**src/rtl/uart_rx_unit.sv**
```systemverilog
// rtl/uart_rx_unit.sv - UART receiver (8N1) with sticky byte flag, framing/overrun status.
// Define UART_RX_PARITY_EN to add an even-parity bit and the parity_err output.
module uart_rx_unit #(
  parameter int Nbit     = 8,
  parameter int clk_freq = 50,
  parameter int baudrate = 5
) (
  input  logic            clk,
  input  logic            reset,
  input  logic            SerialDataIn,
  input  logic            clr_rx_flag,
  output logic [Nbit-1:0] DataRx,
  output logic            Rx_flag,
  output logic            frame_err,
  output logic            overrun
`ifdef UART_RX_PARITY_EN
  ,
  output logic            parity_err
`endif
);

  localparam int BIT_TICKS = clk_freq / baudrate;
  localparam int HALF      = BIT_TICKS / 2;
  localparam int CW        = $clog2(BIT_TICKS);
  localparam int BW        = $clog2(Nbit + 1);
  localparam logic [CW-1:0] HALF_END = CW'(HALF - 1);
  localparam logic [CW-1:0] BIT_END  = CW'(BIT_TICKS - 1);
  localparam logic [BW-1:0] LAST_BIT = BW'(Nbit - 1);

`ifdef UART_RX_PARITY_EN
  typedef enum logic [2:0] {IDLE, START, DATA, PARITY, STOP} state_t;
`else
  typedef enum logic [2:0] {IDLE, START, DATA, STOP} state_t;
`endif

  state_t          state, next_state;
  logic [CW-1:0]   cnt;
  logic [BW-1:0]   bitcnt;
  logic [Nbit-1:0] shreg;
  logic            rx_meta, rx_s;
  logic            wait_high;
  logic            half_hit, bit_hit;
  logic            data_sample, stop_sample, good_frame;
`ifdef UART_RX_PARITY_EN
  logic            par_bad;
`endif

  assign half_hit    = (cnt == HALF_END);
  assign bit_hit     = (cnt == BIT_END);
  assign data_sample = (state == DATA) && bit_hit;
  assign stop_sample = (state == STOP) && bit_hit;
  assign good_frame  = stop_sample && rx_s;

  always_ff @(posedge clk or posedge reset) begin
    if (reset) begin
      rx_meta <= 1'b1;
      rx_s    <= 1'b1;
    end else begin
      rx_meta <= SerialDataIn;
      rx_s    <= rx_meta;
    end
  end

  always_ff @(posedge clk or posedge reset) begin
    if (reset) state <= IDLE;
    else       state <= next_state;
  end

  always_comb begin
    next_state = state;
    case (state)
      // After a framing error the line must return high before a new start bit counts.
      IDLE:   if (!wait_high && !rx_s) next_state = START;
      START:  if (half_hit) next_state = rx_s ? IDLE : DATA;
      DATA:   if (bit_hit && bitcnt == LAST_BIT) begin
`ifdef UART_RX_PARITY_EN
                next_state = PARITY;
`else
                next_state = STOP;
`endif
              end
`ifdef UART_RX_PARITY_EN
      PARITY: if (bit_hit) next_state = STOP;
`endif
      STOP:   if (bit_hit) next_state = IDLE;
      default: next_state = IDLE;
    endcase
  end

  always_ff @(posedge clk or posedge reset) begin
    if (reset) begin
      cnt       <= '0;
      bitcnt    <= '0;
      shreg     <= '0;
      wait_high <= 1'b0;
    end else begin
      if (next_state != state || bit_hit) cnt <= '0;
      else                                cnt <= cnt + 1'b1;

      if (state != DATA)    bitcnt <= '0;
      else if (data_sample) bitcnt <= bitcnt + 1'b1;

      if (data_sample) shreg <= {rx_s, shreg[Nbit-1:1]};

      if (stop_sample && !rx_s)       wait_high <= 1'b1;
      else if (state == IDLE && rx_s) wait_high <= 1'b0;
    end
  end

  always_ff @(posedge clk or posedge reset) begin
    if (reset) begin
      DataRx    <= '0;
      Rx_flag   <= 1'b0;
      overrun   <= 1'b0;
      frame_err <= 1'b0;
    end else begin
      frame_err <= stop_sample && !rx_s;
      if (good_frame) DataRx <= shreg;
      // A completing frame beats a simultaneous clear.
      if (good_frame)       Rx_flag <= 1'b1;
      else if (clr_rx_flag) Rx_flag <= 1'b0;
      if (clr_rx_flag)                overrun <= 1'b0;
      else if (good_frame && Rx_flag) overrun <= 1'b1;
    end
  end

`ifdef UART_RX_PARITY_EN
  always_ff @(posedge clk or posedge reset) begin
    if (reset) begin
      par_bad    <= 1'b0;
      parity_err <= 1'b0;
    end else begin
      if (state == PARITY && bit_hit) par_bad <= ^{shreg, rx_s};
      parity_err <= good_frame && par_bad;
    end
  end
`endif

endmodule
```
**config.mk**
```make
export PLATFORM = sky130hd
export DESIGN_NAME = uart_rx_unit
export DESIGN_NICKNAME = d
export VERILOG_FILES = /design/src/rtl/uart_rx_unit.sv
export SDC_FILE = /design/constraint.sdc
export NUM_CORES = 1
export LEC_CHECK = 0
export BUFFER_PORTS_ARGS = -buffer_cell sky130_fd_sc_hd__buf_4
export CAP_MARGIN = 30
export CORE_MARGIN = 2
export CORE_UTILIZATION = 43
export DETAILED_ROUTE_END_ITERATION = 8
export PLACE_DENSITY = 0.61
export SYNTH_ARGS = -nofsm -noshare
export SYNTH_HDL_FRONTEND = slang
export SYNTH_SLANG_ARGS = --single-unit
```
**constraint.sdc**
```tcl
create_clock -name clk -period 1.48 [get_ports clk]
set_input_delay 0.222 -clock clk [delete_from_list [all_inputs] [get_ports clk]]
set_output_delay 0.222 -clock clk [all_outputs]
set_load 0.02 [all_outputs]
```
==> results_dict.tcl, run 1 <==
set metrics [dict create \
    synth_edf_count 0 \
    fin_nets 154 \
    grt_overflow 0 \
    hp-class "in2reg" \
    cts_inserted_buffers 5 \
    synth.net_count 118 \
    routabilityCongestion 0.714 \
    fill_cells 288 \
    drc 0 \
    cts_tree "built" \
    whs_path_depth 2 \
    grt_pass1_vias 994 \
    final_hold_viol_count 0 \
    place_hpwl_um 1720 \
    routed_wl_um 2500 \
    pwr-share-clk 0.449 \
    initial_core_util 0.445 \
    portBuffers 14 \
    outcome "complete, but fails checks" \
    synth_top_area_share 0.523 \
    setup_tns_ps -1150 \
    dr.max_layer_used "met4" \
    power_density_mw_per_mm2 948 \
    syn_inst 110 \
    wl_met1_um 1190 \
    vias 924 \
    grt_pass1_wl_um 4550 \
    regToRegSetupSlack_ps -110 \
    yosys-top-cells-area "dfrtp_1 52%, mux2_4 8.1%, mux2_1 6.1%" \
    synth_common_cells "31 x dfrtp_1, 11 x nor2_1, 8 x mux2_1, 8 x mux2_4, 6 x inv_1" \
    endpoint_kind "flip-flop" \
    timing.final.crit_share 1.07 \
    rsz0062_at_grt "yes" \
    synth.distinct_cells 38 \
    leakage_nw 0.960 \
    ant_nets 0 \
    yosysTopAreaCell "dfrtp_1" \
    fin_util 0.584 \
    pwr-share-seq 0.503 \
    intPower_w 0.00148 \
    cap_violations 0 \
    yosysWarnings 0 \
    drv_slew 0 \
    rows 21 \
    grt_max_degree 34 \
    critPathLaunchType "flip-flop" \
    critical_path_class "reg2reg" \
    cp_data_required_time_ps 1700 \
    wl_per_cell_um 12.9 \
    htree_num_levels 2 \
    worstSkewPairLatency_ps 340 \
    met2_length_um 1200 \
    switchingPower_w 0.000369 \
    grt_usage 0.153 \
    die_y_um 62.7 \
    violations "negative setup slack" \
    async_reset_ff_frac 1.00 \
    antenna_found_initial 0 \
    core_mm2 0.00334 \
    drt-initial-drc-count 17 \
    cts_sinks 33 \
    peakVddDrop_v 0.000531 \
    setup_ws_ps -107 \
    drt_pre_antenna_iters 4 \
    via_per_inst 4.79 \
    max_freq_mhz 630 \
    area_delta_synth_final_pct 31.3 \
    synth_most_common_cell "dfrtp_1" \
    met3RoutedLength_um 93 \
    critical_path_arrival_ps 1810 \
    cts_max_path_buffers 2 \
    comb_power_share 0.048 \
    cts-root-buf "clkbuf_4" \
    num_antenna_cells 0 \
    path_clk_slew_ps 100 \
    ioPinCount 15 \
    layout-drive-gt1-share 0.449 \
    die_x_um 62.7 \
    power_w 0.00185 \
    setup_viol 21 \
    seq_area_frac_synth 0.558 \
    synth_seq_cells 33 \
    crit_path_max_fanout 5 \
    syn_avg_cell_area_um2 13.5 \
    skew_ps 10.6 \
    synthFlopType "dfrtp_1" \
    die-area_mm2 0.00394 \
    syn-cell-area_mm2 0.00148 \
    ff2ff_path_depth 6 \
    period_needed_ps 1590 \
    p_sw_frac 0.200 \
]
sequential cells by signal, summed over array words and instances, names as in the netlist:
register,cells
cnt,4
rx_s,1
bitcnt,4
rx_meta,1
frame_err,1
DataRx,8
Rx_flag,1
state,3
shreg,8
wait_high,1
overrun,1
power by group through the flow:
| stage | Combinational, W | Sequential (W) | Clock, W |
|---|---|---|---|
| after floorplan | 0.0000492 | 0.000938 | 0 |
| after global placement | 0.0000717 | 0.000944 | 0 |
| after detailed placement | 0.0000743 | 0.000945 | 0 |
| after CTS | 0.0000900 | 0.000929 | 0.000860 |
| after global routing | 0.000102 | 0.000931 | 0.000897 |
| final | 0.0000884 | 0.000929 | 0.000830 |
cell families after synthesis:
family | synth area share
mux | 0.148
other cells | 0.00253
fa+ha+maj | 0.0337
simple gates | 0.129
buf+inv | 0.0346
flops | 0.558
compound gates | 0.0641
xor+xnor | 0.0295
final cells by class:
type	instances	area [um^2]	area share
multi-input combinational	68	674	0.346
inverter	6	22.5	0.0116
sequential	33	830	0.426
clock buffer	5	37.5	0.0193
tap	46	57.6	0.0295
clock inverter	3	65.1	0.0334
timing repair buffer	32	262	0.134
placed cells by master (no fill, tap or decap), types with 3 or more instances in the layout:
cell | synthesis | layout
inv_1 | 6 | 5
mux2_1 | 8 | 8
nor2_1 | 11 | 10
dfrtp_1 | 31 | 30
buf_4 | 1 | 28
xor2_1 | 3 | 3
mux2_4 | 8 | 8
nand2_1 | 4 | 3
clkbuf_4 | 0 | 5
ha_1 | 4 | 3
worst paths after layout:
check | from | end
min in group asynchronous | reset | shreg[3]$_DFFE_PP0P_
worst max register to register | cnt[1]$_DFF_PP0_ | DataRx[5]$_DFFE_PP0P_
worst max-delay path | cnt[1]$_DFF_PP0_ | DataRx[5]$_DFFE_PP0P_
max in group asynchronous | reset | rx_s$_DFF_PP1_
worst min-delay path | clr_rx_flag | overrun$_DFFE_PP0P_
worst min register to register | rx_meta$_DFF_PP1_ | rx_s$_DFF_PP1_
routing by layer:
metal / track usage / up-vias
met4: 0.0667 / 0
li1: - / 451
met1: 0.195 / 458
met5: 0 / -
met2: 0.237 / 13
met3: 0.0541 / 2
critical path, cell delays in order, from the launching register on:
cell	delay, ps
dfrtp_1	400
inv_2	80
ha_4	120
and3b_4	230
and3_4	260
nand2_8	80
mux2_4	300
through the flow:
step	cells	instance area, um^2	setup WS, ps	hold WS [ps]
after floorplan	110	1480	-31.2	226
after global placement	177	1710	-94.2	331
after detailed placement	177	1710	-113	336
after CTS	193	1920	-97.0	28.7
after global routing	193	1950	-155	25.1
final	193	1950	-107	58.6
what timing repair did:
item / in CTS / in global routing
pin swaps: 7 / 2
setup endpoints to repair: 20 / 30
hold buffers: 2 / 0
setup buffers: 5 / 0
endpoints found under the hold margin: 32 / 0
resized for setup: 6 / 7
gates cloned: 1 / 0
No activity file was read; power rests on OpenSTA's default activity.
==> inputs of run 2 (changes only) <==
--- a/config.mk
+++ b/config.mk
@@ -10,7 +10,9 @@
 export CORE_MARGIN = 2
 export CORE_UTILIZATION = 43
 export DETAILED_ROUTE_END_ITERATION = 8
-export PLACE_DENSITY = 0.61
+export MAX_ROUTING_LAYER = met4
+export PLACE_DENSITY = 0.63
+export RECOVER_POWER = 100
 export SYNTH_ARGS = -nofsm -noshare
 export SYNTH_HDL_FRONTEND = slang
 export SYNTH_SLANG_ARGS = --single-unit
==> run 2 against run 1 <==
  * The run still ends with negative setup slack left
  * Clock power shrank 39%
  * Fmax increased by 0.82%
  * Cell area fell by 1.0%
  * Hold slack worse by 23 ps
  * Final cell count did not move
  * Largest power group unchanged
==> results_dict.tcl, run 2 (same netlist as run 1, synthesis figures left out) <==
set metrics [dict create \
    outcome "complete, but fails checks" \
    violations "negative setup slack" \
    hp-class "in2reg" \
    fin_nets 154 \
    setup_tns_ps -988 \
    initial_core_util 0.445 \
    wl_per_cell_um 14.1 \
    fill_cells 278 \
    drt_pre_antenna_iters 4 \
    whs_ps 35.8 \
    grt_pass1_wl_um 4690 \
    setup_viol 19 \
    cts_max_path_buffers 2 \
    path_clk_slew_ps 120 \
    crit_path_max_fanout 5 \
    timing.final.crit_share 1.06 \
    area_delta_synth_final_pct 29.9 \
    critical_path_arrival_ps 1800 \
    reg2reg_from "cnt[1]$_DFF_PP0_" \
    endpoint_kind "flip-flop" \
    power_density_mw_per_mm2 791 \
    die_y_um 62.7 \
    peakVddDrop_v 0.000461 \
    ff2ff_path_depth 6 \
    routabilityCongestion 0.742 \
    final_hold_viol_count 0 \
    cts_inserted_buffers 5 \
    grt_overflow 0 \
    via_per_inst 4.95 \
    num_antenna_cells 0 \
    max_freq_mhz 635 \
    cp_data_required_time_ps 1710 \
    timing.rr.end "DataRx[0]$_DFFE_PP0P_" \
    cts-root-buf "clkbuf_4" \
    drt-initial-drc-count 35 \
    drv_slew 0 \
    die_x_um 62.7 \
    cap_violations 0 \
    place_hpwl_um 1720 \
    leakage_nw 0.914 \
    portBuffers 14 \
    die-area_mm2 0.00394 \
    cts_sinks 33 \
    relSlewSlack 0.471 \
    worstSkewPairLatency_ps 350 \
    largestRegisters "DataRx: 8 flops, shreg: 8 flops" \
    grt_pass1_vias 972 \
    final_common_cell "dfrtp_1" \
    crit_start "cnt[1]$_DFF_PP0_" \
    core_mm2 0.00334 \
    ant_nets 0 \
    layout-drive-gt1-share 0.449 \
    ioPinCount 15 \
    vias 956 \
    htree_num_levels 2 \
    pre_cts_ws_ps -136 \
    skew_ps 19.1 \
    antenna_found_initial 0 \
    period_needed_ps 1570 \
    cts_tree "built" \
    critical_path_class "reg2reg" \
    grt_max_degree 34 \
    routed_wl_um 2710 \
    tightest_slew_ps 793 \
    final_area_mm2 0.00193 \
    final_cell_mix "31 x dfrtp_1, 16 x mux2_4, 13 x buf_4" \
    placed_area_mm2 0.00171 \
    critPathLaunchType "flip-flop" \
    rows 21 \
    drc 0 \
    cp-endpoint "DataRx[0]$_DFFE_PP0P_" \
    setup_ws_ps -94.4 \
    grt_usage 0.162 \
    rsz0062_at_grt "yes" \
    regToRegSetupSlack_ps -90 \
]
run 2: report_power, final:
group	leakage, nW	switching, W	total, W	internal (W)
registers	0.449	0.0000123	0.000926	0.000914
logic	0.434	0.0000546	0.0000966	0.0000420
clock network	0.0310	0.000324	0.000503	0.000179
total	0.914	0.000391	0.00153	0.00113
run 2: how the worst min path moves through the flow:
stage	startpoint	depth (start not counted)	to	slack [ps]
after CTS	clr_rx_flag	2	Rx_flag$_DFFE_PP0P_	40
after global routing	clr_rx_flag	2	Rx_flag$_DFFE_PP0P_	40
final	clr_rx_flag	2	Rx_flag$_DFFE_PP0P_	40
after detailed placement	SerialDataIn	1	rx_meta$_DFF_PP1_	330
after global placement	reset	3	shreg[4]$_DFFE_PP0P_	330
after floorplan	SerialDataIn	0	rx_meta$_DFF_PP1_	230
run 2: through the flow:
| step | power, W | util | std cells |
|---|---|---|---|
| floorplan | 0.000988 | - | 110 |
| finish | 0.00153 | 0.578 | 193 |
| global placement | 0.00102 | 0.513 | 177 |
| global route | 0.00160 | 0.578 | 193 |
| CTS | 0.00154 | 0.574 | 191 |
| detailed placement | 0.00102 | 0.513 | 177 |
run 2: repair_timing:
action | 4_1_cts | 5_1_grt
resized for setup | 18 | 9
setup buffers | 3 | 2
pin swaps | 6 | 8
hold endpoints to repair | 32 | 0
gates cloned | 1 | 0
endpoints found under the setup margin | 22 | 28
hold buffers | 2 | 0
run 2: layout make-up:
type | instances | area (um^2) | share of cell area
timing repair buffer | 32 | 221 | 0.115
tap | 46 | 57.6 | 0.0299
inverter | 6 | 22.5 | 0.0117
multi-input combinational | 68 | 743 | 0.385
clock inverter | 3 | 17.5 | 0.00909
sequential | 33 | 828 | 0.430
clock buffer | 5 | 37.5 | 0.0195
run 2: layer usage:
layer / part of all wire / track usage / vias up / routed length (um)
met1: 0.45 / 0.201 / 479 / 1210
li1: - / - / 454 / -
met3: 0.049 / 0.0378 / 5 / 134
met5: 0 / - / - / 0
met4: 0.017 / 0.0833 / 0 / 46
met2: 0.49 / 0.247 / 18 / 1320
run 2: critical path: stages (launching register included):
cell,delay (ps)
dfrtp_1,400
inv_2,80
ha_4,120
and3b_4,230
and3_4,250
nand2_8,80
mux2_4,290
==> inputs of run 3 (changes only) <==
--- a/config.mk
+++ b/config.mk
@@ -8,10 +8,10 @@
 export BUFFER_PORTS_ARGS = -buffer_cell sky130_fd_sc_hd__buf_4
 export CAP_MARGIN = 30
 export CORE_MARGIN = 2
-export CORE_UTILIZATION = 43
+export CORE_UTILIZATION = 60
 export DETAILED_ROUTE_END_ITERATION = 8
 export MAX_ROUTING_LAYER = met4
-export PLACE_DENSITY = 0.63
+export PLACE_DENSITY = 0.8
 export RECOVER_POWER = 100
 export SYNTH_ARGS = -nofsm -noshare
 export SYNTH_HDL_FRONTEND = slang
==> constraint.sdc (replaced) <==
create_clock -name clk -period 1.91 [get_ports clk]
set_input_delay 0.2865 -clock clk [delete_from_list [all_inputs] [get_ports clk]]
set_output_delay 0.2865 -clock clk [all_outputs]
set_load 0.02 [all_outputs]
==> run 3 against run 2 <==
  * The run now ends clean
  * Global-route usage rose by 4.0 points
  * Sequential power fell by 22%
  * Register-to-register slack improved by 280 ps
  * Fmax fell by 8.7%
  * Critical path type unchanged
  * Final cell count fell by 18%
  * Count of clock-buffer cells in the layout rose by 1
  * Hold slack improved by 30 ps
  * Clock power fell by 28%
  * Critical path depth did not move
  * Cell area fell by 19%
  * Largest power group unchanged
==> results_dict.tcl, run 3 (same netlist as run 1, synthesis figures left out) <==
set metrics [dict create \
    peakVddDrop_v 0.000661 \
    timing.rr.end "DataRx[4]$_DFFE_PP0P_" \
    setup_viol 0 \
    critical_path_arrival_ps 1930 \
    grt_max_degree 34 \
    grt_pass1_wl_um 3750 \
    whs_ps 66.2 \
    critPathLaunchType "flip-flop" \
    cp_data_required_time_ps 2120 \
    drv_slew 0 \
    pre_cts_ws_ps 178 \
    drt_pre_antenna_iters 4 \
    initial_core_util 0.616 \
    cts_tree "built" \
    ctsHoldBuffers 0 \
    timing.final.crit_share 0.903 \
    layout-drive-gt1-share 0.155 \
    cts_setup_buffers 0 \
    die_x_um 53.7 \
    max_freq_mhz 580 \
    wl_per_cell_um 14.8 \
    ff2ff_path_depth 6 \
    regToRegSetupSlack_ps 190 \
    setup_tns_ps 0 \
    final_cell_mix "31 x dfrtp_1, 16 x mux2_1, 12 x clkbuf_1" \
    drc 0 \
    outcome "complete, no violations" \
    cpMaxStageDelayCell "dfrtp_1" \
    cpPeakStageDelay_ps 400 \
    ant_nets 0 \
    vias 868 \
    reg2reg_from "cnt[1]$_DFF_PP0_" \
    relSlewSlack 0.479 \
    portBuffers 14 \
    setup_ws_ps 185 \
    cts_sinks 33 \
    crit_path_max_fanout 12 \
    grt_pass1_vias 861 \
    ioPinCount 15 \
    core_mm2 0.00241 \
    holdPathEnd "rx_meta$_DFF_PP1_" \
    via_per_inst 5.46 \
    htree_num_levels 2 \
    routed_wl_um 2350 \
    fin_nets 136 \
    die-area_mm2 0.00289 \
    min-delay-start "SerialDataIn" \
    hp-class "in2reg" \
    fin_util 0.652 \
    critical_path_class "reg2reg" \
    final_common_cell "dfrtp_1" \
    routabilityCongestion 0.824 \
    grt_overflow 0 \
    final_hold_viol_count 0 \
    largestRegisters "DataRx: 8 flops, shreg: 8 flops" \
    power_density_mw_per_mm2 718 \
    rows 18 \
    period_needed_ps 1720 \
    tightest_slew_ps 781 \
    grt_usage 0.202 \
    place_hpwl_um 1680 \
    cts_max_path_buffers 2 \
    cp_cell_sequence "inv_1, ha_1, and3b_4, and3_4, nand2_8, mux2_1" \
    area_delta_synth_final_pct 5.82 \
    cts-root-buf "clkbuf_4" \
    die_y_um 53.7 \
    cts_resized 0 \
    worstSkewPairLatency_ps 330 \
    path_clk_slew_ps 90 \
    skew_ps 6.13 \
    leakage_nw 0.757 \
    rsz0062_at_grt "no" \
    endpoint_kind "flip-flop" \
    cap_violations 0 \
    drt-initial-drc-count 3 \
    cts_inserted_buffers 5 \
    antenna_found_initial 0 \
    num_antenna_cells 0 \
    whs_path_depth 1 \
]
run 3: cell count changes in the layout (fill, tap and decap cells not counted), sizes merged:
cell / before / now
buf: 16 / 1
dlygate4sd3: 2 / 0
clkbuf: 19 / 20
clkinvlp: 1 / 0
nand2: 7 / 6
run 3: per-layer routing:
metal	vias to the layer above	GRT usage	part of all wire
met1	434	0.223	0.45
li1	414	-	-
met4	0	0.120	0.021
met2	16	0.311	0.49
met3	4	0.0750	0.039
met5	-	-	0
run 3: metrics by stage:
stage          power [W]  instances  cell area [um^2]
6_report         0.00113        159              1570
5_1_grt          0.00119        159              1570
4_1_cts          0.00115        159              1660
3_5_place_dp    0.000782        151              1610
3_3_place_gp    0.000778        151              1610
2_1_floorplan   0.000765        110              1480
run 3: worst max path at each step:
stage	start	depth (start not counted)	end
finish	cnt[1]$_DFF_PP0_	6	DataRx[4]$_DFFE_PP0P_
global route	cnt[0]$_DFF_PP0_	5	cnt[1]$_DFF_PP0_
CTS	cnt[1]$_DFF_PP0_	6	DataRx[4]$_DFFE_PP0P_
detailed placement	cnt[1]$_DFF_PP0_	6	DataRx[1]$_DFFE_PP0P_
global placement	cnt[1]$_DFF_PP0_	6	DataRx[4]$_DFFE_PP0P_
floorplan	cnt[1]$_DFF_PP0_	6	DataRx[0]$_DFFE_PP0P_
run 3: report_power, final:
| group | total [W] | internal [W] | switching (W) |
|---|---|---|---|
| logic | 0.0000420 | 0.0000159 | 0.0000261 |
| clock network | 0.000364 | 0.000140 | 0.000224 |
| registers | 0.000722 | 0.000708 | 0.0000144 |
run 3: layout make-up:
cell class / instances / area, um^2
multi-input cells: 67 / 562
repair buffers: 15 / 68.8
clock inverters: 2 / 10.0
flip-flops and latches: 33 / 828
fillers: 193 / 840
well taps: 30 / 37.5
clock buffers: 6 / 41.3
inverters: 6 / 22.5
run 3: critical path: cells and delay by family, from the launching register on:
| family | cells | cell delay (ps) |
|---|---|---|
| buffers and inverters | 1 | 80 |
| and+or+nand+nor | 3 | 650 |
| muxes | 1 | 330 |
| adders and majority gates | 1 | 140 |
| DFF | 1 | 400 |
